[config.mk]
export PLATFORM = sky130hd
export DESIGN_NAME = pattern_resp_misr
export DESIGN_NICKNAME = d
export VERILOG_FILES = /design/src/rtl/pattern_resp_misr.sv
export SDC_FILE = /design/constraint.sdc
export NUM_CORES = 1
export LEC_CHECK = 0
export ABC_CLOCK_PERIOD_IN_PS = 2600
export BUFFER_PORTS_ARGS = -buffer_cell sky130_fd_sc_hd__buf_2
export CORE_MARGIN = 4
export CORE_UTILIZATION = 56
export DETAILED_ROUTE_END_ITERATION = 7
export PLACE_DENSITY_LB_ADDON = 0.12
export REMOVE_ABC_BUFFERS = 1
export SYNTH_ARGS = -nofsm -noshare
export SYNTH_HDL_FRONTEND = slang
export SYNTH_SLANG_ARGS = --single-unit
[constraint.sdc]
create_clock -name blif_clk_net -period 2.6 [get_ports blif_clk_net]
set_input_delay 0.26 -clock blif_clk_net [delete_from_list [all_inputs] [get_ports blif_clk_net]]
set_output_delay 0.26 -clock blif_clk_net [all_outputs]
set_load 0.02 [all_outputs]
[src/rtl/pattern_resp_misr.sv]
// Response-capture stage: compacts qualified response samples into a MISR signature over a
// programmable window and reports response bits that never toggled during that window.
module pattern_resp_misr #(
  parameter int unsigned      RESP_W = 9,
  parameter int unsigned      SIG_W  = 16,
  parameter logic [SIG_W-1:0] POLY   = 16'h1021,
  parameter logic [SIG_W-1:0] SEED   = 16'h0000,
  parameter int unsigned      CNT_W  = 12
) (
  input  logic              blif_clk_net,
  input  logic              blif_reset_net,
  input  logic              start,
  input  logic [CNT_W-1:0]  win_len,
  input  logic              resp_valid,
  input  logic [RESP_W-1:0] resp_in,
  input  logic              sig_ack,
  output logic              busy,
  output logic              sig_valid,
  output logic [SIG_W-1:0]  signature,
  output logic [CNT_W-1:0]  sample_cnt,
  output logic [RESP_W-1:0] stuck_mask
);

  typedef enum logic [1:0] {IDLE, RUN, DONE} state_e;

  state_e            state_q, state_d;
  logic [SIG_W-1:0]  sig_q, sig_d;
  logic [CNT_W-1:0]  cnt_q, cnt_d;
  logic [CNT_W-1:0]  len_q, len_d;
  logic [RESP_W-1:0] seen0_q, seen0_d;
  logic [RESP_W-1:0] seen1_q, seen1_d;
  logic [RESP_W-1:0] mask_q, mask_d;
  logic [SIG_W-1:0]  resp_ext;

  always_comb begin
    resp_ext = '0;
    resp_ext[RESP_W-1:0] = resp_in;
  end

  always_comb begin
    state_d = state_q;
    sig_d   = sig_q;
    cnt_d   = cnt_q;
    len_d   = len_q;
    seen0_d = seen0_q;
    seen1_d = seen1_q;
    mask_d  = mask_q;
    case (state_q)
      IDLE, DONE: begin
        // start takes priority over sig_ack when both arrive in DONE
        if (start) begin
          sig_d   = SEED;
          cnt_d   = '0;
          len_d   = win_len;
          seen0_d = '0;
          seen1_d = '0;
          if (win_len != '0) begin
            state_d = RUN;
            mask_d  = '0;
          end else begin
            state_d = DONE;
            mask_d  = '1;
          end
        end else if (state_q == DONE && sig_ack) begin
          state_d = IDLE;
        end
      end
      RUN: begin
        if (resp_valid) begin
          sig_d   = {sig_q[SIG_W-2:0], 1'b0} ^ (sig_q[SIG_W-1] ? POLY : '0) ^ resp_ext;
          cnt_d   = cnt_q + CNT_W'(1);
          seen0_d = seen0_q | ~resp_in;
          seen1_d = seen1_q | resp_in;
          if (cnt_q + CNT_W'(1) == len_q) begin
            state_d = DONE;
            mask_d  = ~(seen0_d & seen1_d);
          end
        end
      end
      default: state_d = IDLE;
    endcase
  end

  always_ff @(posedge blif_clk_net or posedge blif_reset_net) begin
    if (blif_reset_net) begin
      state_q <= IDLE;
      sig_q   <= SEED;
      cnt_q   <= '0;
      len_q   <= '0;
      seen0_q <= '0;
      seen1_q <= '0;
      mask_q  <= '0;
    end else begin
      state_q <= state_d;
      sig_q   <= sig_d;
      cnt_q   <= cnt_d;
      len_q   <= len_d;
      seen0_q <= seen0_d;
      seen1_q <= seen1_d;
      mask_q  <= mask_d;
    end
  end

  assign busy       = (state_q == RUN);
  assign sig_valid  = (state_q == DONE);
  assign signature  = sig_q;
  assign sample_cnt = cnt_q;
  assign stuck_mask = mask_q;

endmodule

==> metrics.md <==
| Metric | Value |
|---|---|
| Gate power share | `41.5%` |
| CTS hold repair buffers | `0` |
| Critical path arrival | `2.68 ns` |
| CTS H-tree lvls | `3` |
| Synthesized instance count | `roughly 380` |
| Final Max Slew Viols | `0` |
| Synthesized flop and latch total | `between 60 and 70` |
| Register cell area after layout | `between 1500 and 2000 um^2` |
| Fill cells | `~500` |
| Outcome | `complete, no violations` |
| GRT Overall Usage | `25.0%` |
| Clock Latency Late Sink | `0.35 ns` |
| Final wirelength | `approximately 8.8 mm` |
| Register area share after synthesis | `48.8%` |
| Avg Cell Area, Syn | `9.39 um^2` |
| Peak supply drop | `~0.00078 V` |
| Worst EP required | `2.83 ns` |
| Layout Skew | `around 0.01 ns` |
| Crit path kind | `reg2reg` |
| Worst Tran Pin Value | `1.23 ns` |
| Period minus WS final | `~2.5 ns` |
| Clk slew on worst S/H paths | `~0.07 ns` |
| Die area | `around 7700 um^2` |
| WL/cell | `17.0 um` |
| Layout Nets | `between 400 and 500` |
| # IOs | `65` |
| Area leader, netlist | `dfrtp_1` |
| Number of synthesized flops with an enable pin | `0` |
| Max-slew headroom | `18.1%` |
| Post-route clock period utilization | `a little over nine tenths` |
| Die X-Extent | `between 80 and 90 um` |
| Detailed Place HPWL | `around 6 mm` |
| Max cap viols | `0` |
| Post-synth ARST share | `between 90% and 100%` |
| DRC | `0` |
| Fmax | `slightly above 400 MHz` |
| Unique masters post-synth | `46` |
| Pin count of the biggest net entering global routing | `32` |
| Initial core utilization | `between 50% and 60%` |
| Initial antenna violation count | `0` |
| Pleak | `between 2 and 2.5 nW` |
| Non-Filler Instances | `between 500 and 600` |
| Clock root cell | `clkbuf_8` |
| Placed cell count | `just over 500` |
| Post-layout util | `about two thirds` |
| Setup violators final | `0` |
| Most numerous cell in the Yosys netlist | `dfrtp_1` |
| Net Sw Frac | `slightly above 40%` |
| CP bufs+invs | `1` |
| Vias in the first global route | `between 2000 and 3000` |
| Hold Fails Final Rpt | `0` |
| Vias after detailed routing | `between 2000 and 3000` |
| Synthesis-to-layout area growth | `16.4%` |
| CTS Buf Count | `9` |
| Sequential share of power | `between 30% and 40%` |
| Net switching power | `~1.9 mW` |
| Initial DRC count | `182` |
| Vias per Instance | `a little under 6` |
| Power per cell area | `~1100 nW/um^2` |
| DRT Pass-1 Iters | `5` |
| Top cells by area, synth | `dfrtp_1 49%, nand2_1 7.2%, nor2_1 5.3%, mux2_2 4.8%, o21ai_0 3.8%` |
| Synth cell count leaders | `69 x dfrtp_1, 68 x nand2_1, 50 x nor2_1` |
| Synth top area share | `between 40 and 50%` |
| Setup bufs post-CTS | `0` |
| Setup_tns | `0 ns` |
| Post-Place Setup Slack | `approximately 0.16 ns` |
| Worst setup SP type | `register` |
| Max incr delay on CP | `approximately 0.50 ns` |
| Clock power share | `between 10% and 20%` |
| Core ar. | `between 6000 and 7000 um^2` |
| Die Y | `87.5 um` |
| Gpl congestion | `between 0.9 and 1` |
| RSZ-0062 raised after global routing | `false` |
| Multi-input logic area | `roughly 1700 um^2` |
| Port Buf Inserts | `64` |
| Antenna Violating Nets Remaining | `0` |
| Core Rows | `28` |
| Worst setup EP type | `register` |
| Top cell family by delay on the critical path | `simple AND/OR/NAND/NOR gates` |
| Worst-path cell chain | `ha_2 -> nand3_1 -> buf_4 -> nor2_1 -> o22ai_1 -> nor4_4 -> a31oi_4 -> mux2_4` |
| First-pass GRT wire length | `roughly 15 mm` |
| Gr ovfl total | `0` |
| Diode count | `0` |
| Clock Sinks | `69` |
| Critical path fanouts, max | `10` |
| CTS Buffer Depth | `2` |
| Hold Path Class | `in2async` |
| Slowest CP cell | `dfrtp_1` |
| Layout cell share with drive strength beyond 1 | `~27%` |
| Final WS setup | `~0.15 ns` |
| Internal power | `roughly 2.7 mW` |
| Dominant synthesized flop cell | `dfrtp_1` |
| CTS tree | `done` |
| Synth Cell Area | `between 3000 and 4000 um^2` |
| Yosys warnings | `0` |
[area by class of cell]
cell class                      count  area share [%]
Multi-Input combinational cell    280            41.3
Clock inverter                      5            1.52
Clock buffer                       10            3.10
Timing Repair Buffer               73            9.41
Tap cell                           75            2.28
Inverter                            6           0.546
Sequential cell                    69            41.9
[power by group through the flow]
stage / clock (mW) / sequential, mW / combinational [mW]
after CTS: 0.870 / 1.81 / 1.89
after detailed placement: 0 / 1.82 / 1.88
after floorplan: 0 / 1.94 / 1.11
final: 0.854 / 1.81 / 1.89
after global routing: 0.919 / 1.87 / 2.09
after global placement: 0 / 1.80 / 1.84
[state kept, by name, indices dropped and copies added, names as in the netlist]
register	flops
len_q	12
sample_cnt	12
seen0_q	9
seen1_q	9
signature	16
state_q	2
stuck_mask	9
[cell usage in the layout, fill, tap and decap left out, types with 3 or more instances in the layout]
cell and instances:
nor2_1 49, dfrtp_1 69, xnor2_1 14, nand4_1 4, clkbuf_8 9, mux2_4 3
inv_1 4, o31ai_1 16, xor2_1 7, buf_4 9, a21oi_1 13, mux2_2 15
nor3_1 3, buf_2 64, nand3_1 11, nand2_1 68, and3_1 5, o22ai_1 4
o21ai_0 27, nor2b_1 7, nor4_1 3
[worst paths after layout]
check	startpoint	endpoint	slack, ns	cells past startpoint
min	blif_reset_net	signature[9]	0.01	2
min reg2reg	signature[12]	signature[13]	0.49	2
min in group blif_clk_net	win_len[8]	len_q[8]	0.12	3
max	sample_cnt[1]	stuck_mask[0]	0.15	8
max in group asynchronous	blif_reset_net	seen0_q[0]	1.85	3
max reg2reg	sample_cnt[1]	stuck_mask[0]	0.15	8
[routing by layer]
metal  vias up  share of wire, %  GRT usage [%]
met5         -                 0              0
met2       105                48           38.8
met1      1453                44           34.0
met3        21               5.7           5.39
met4         0               2.7           10.6
li1       1417                 -              -
[per-stage QoR]
step	power, mW	hold WS (ns)	area (um^2)
floorplan	3.05	0.365	3440
CTS	4.57	0.0119	4120
finish	4.55	0.0120	4120
global placement	3.64	0.388	3930
global route	4.88	0.0474	4120
detailed placement	3.70	0.392	3930
[kinds of logic after synthesis]
| group | share of synthesized area, % |
|---|---|
| AO/OA/AOI/OAI | 13.1 |
| XOR/XNOR | 5.19 |
| adder cells (fa/ha/maj) | 0.707 |
| buffers and inverters | 3.53 |
| flip-flops | 48.8 |
| multiplexers | 6.04 |
| AND/OR/NAND/NOR | 22.7 |
[timing repair]
| action | CTS | global route |
|---|---|---|
| endpoints found under the setup margin | 0 | 4 |
| gates resized for setup | 0 | 2 |
| endpoints found under the hold margin | 0 | 0 |
No activity file was read; power rests on OpenSTA's default activity.
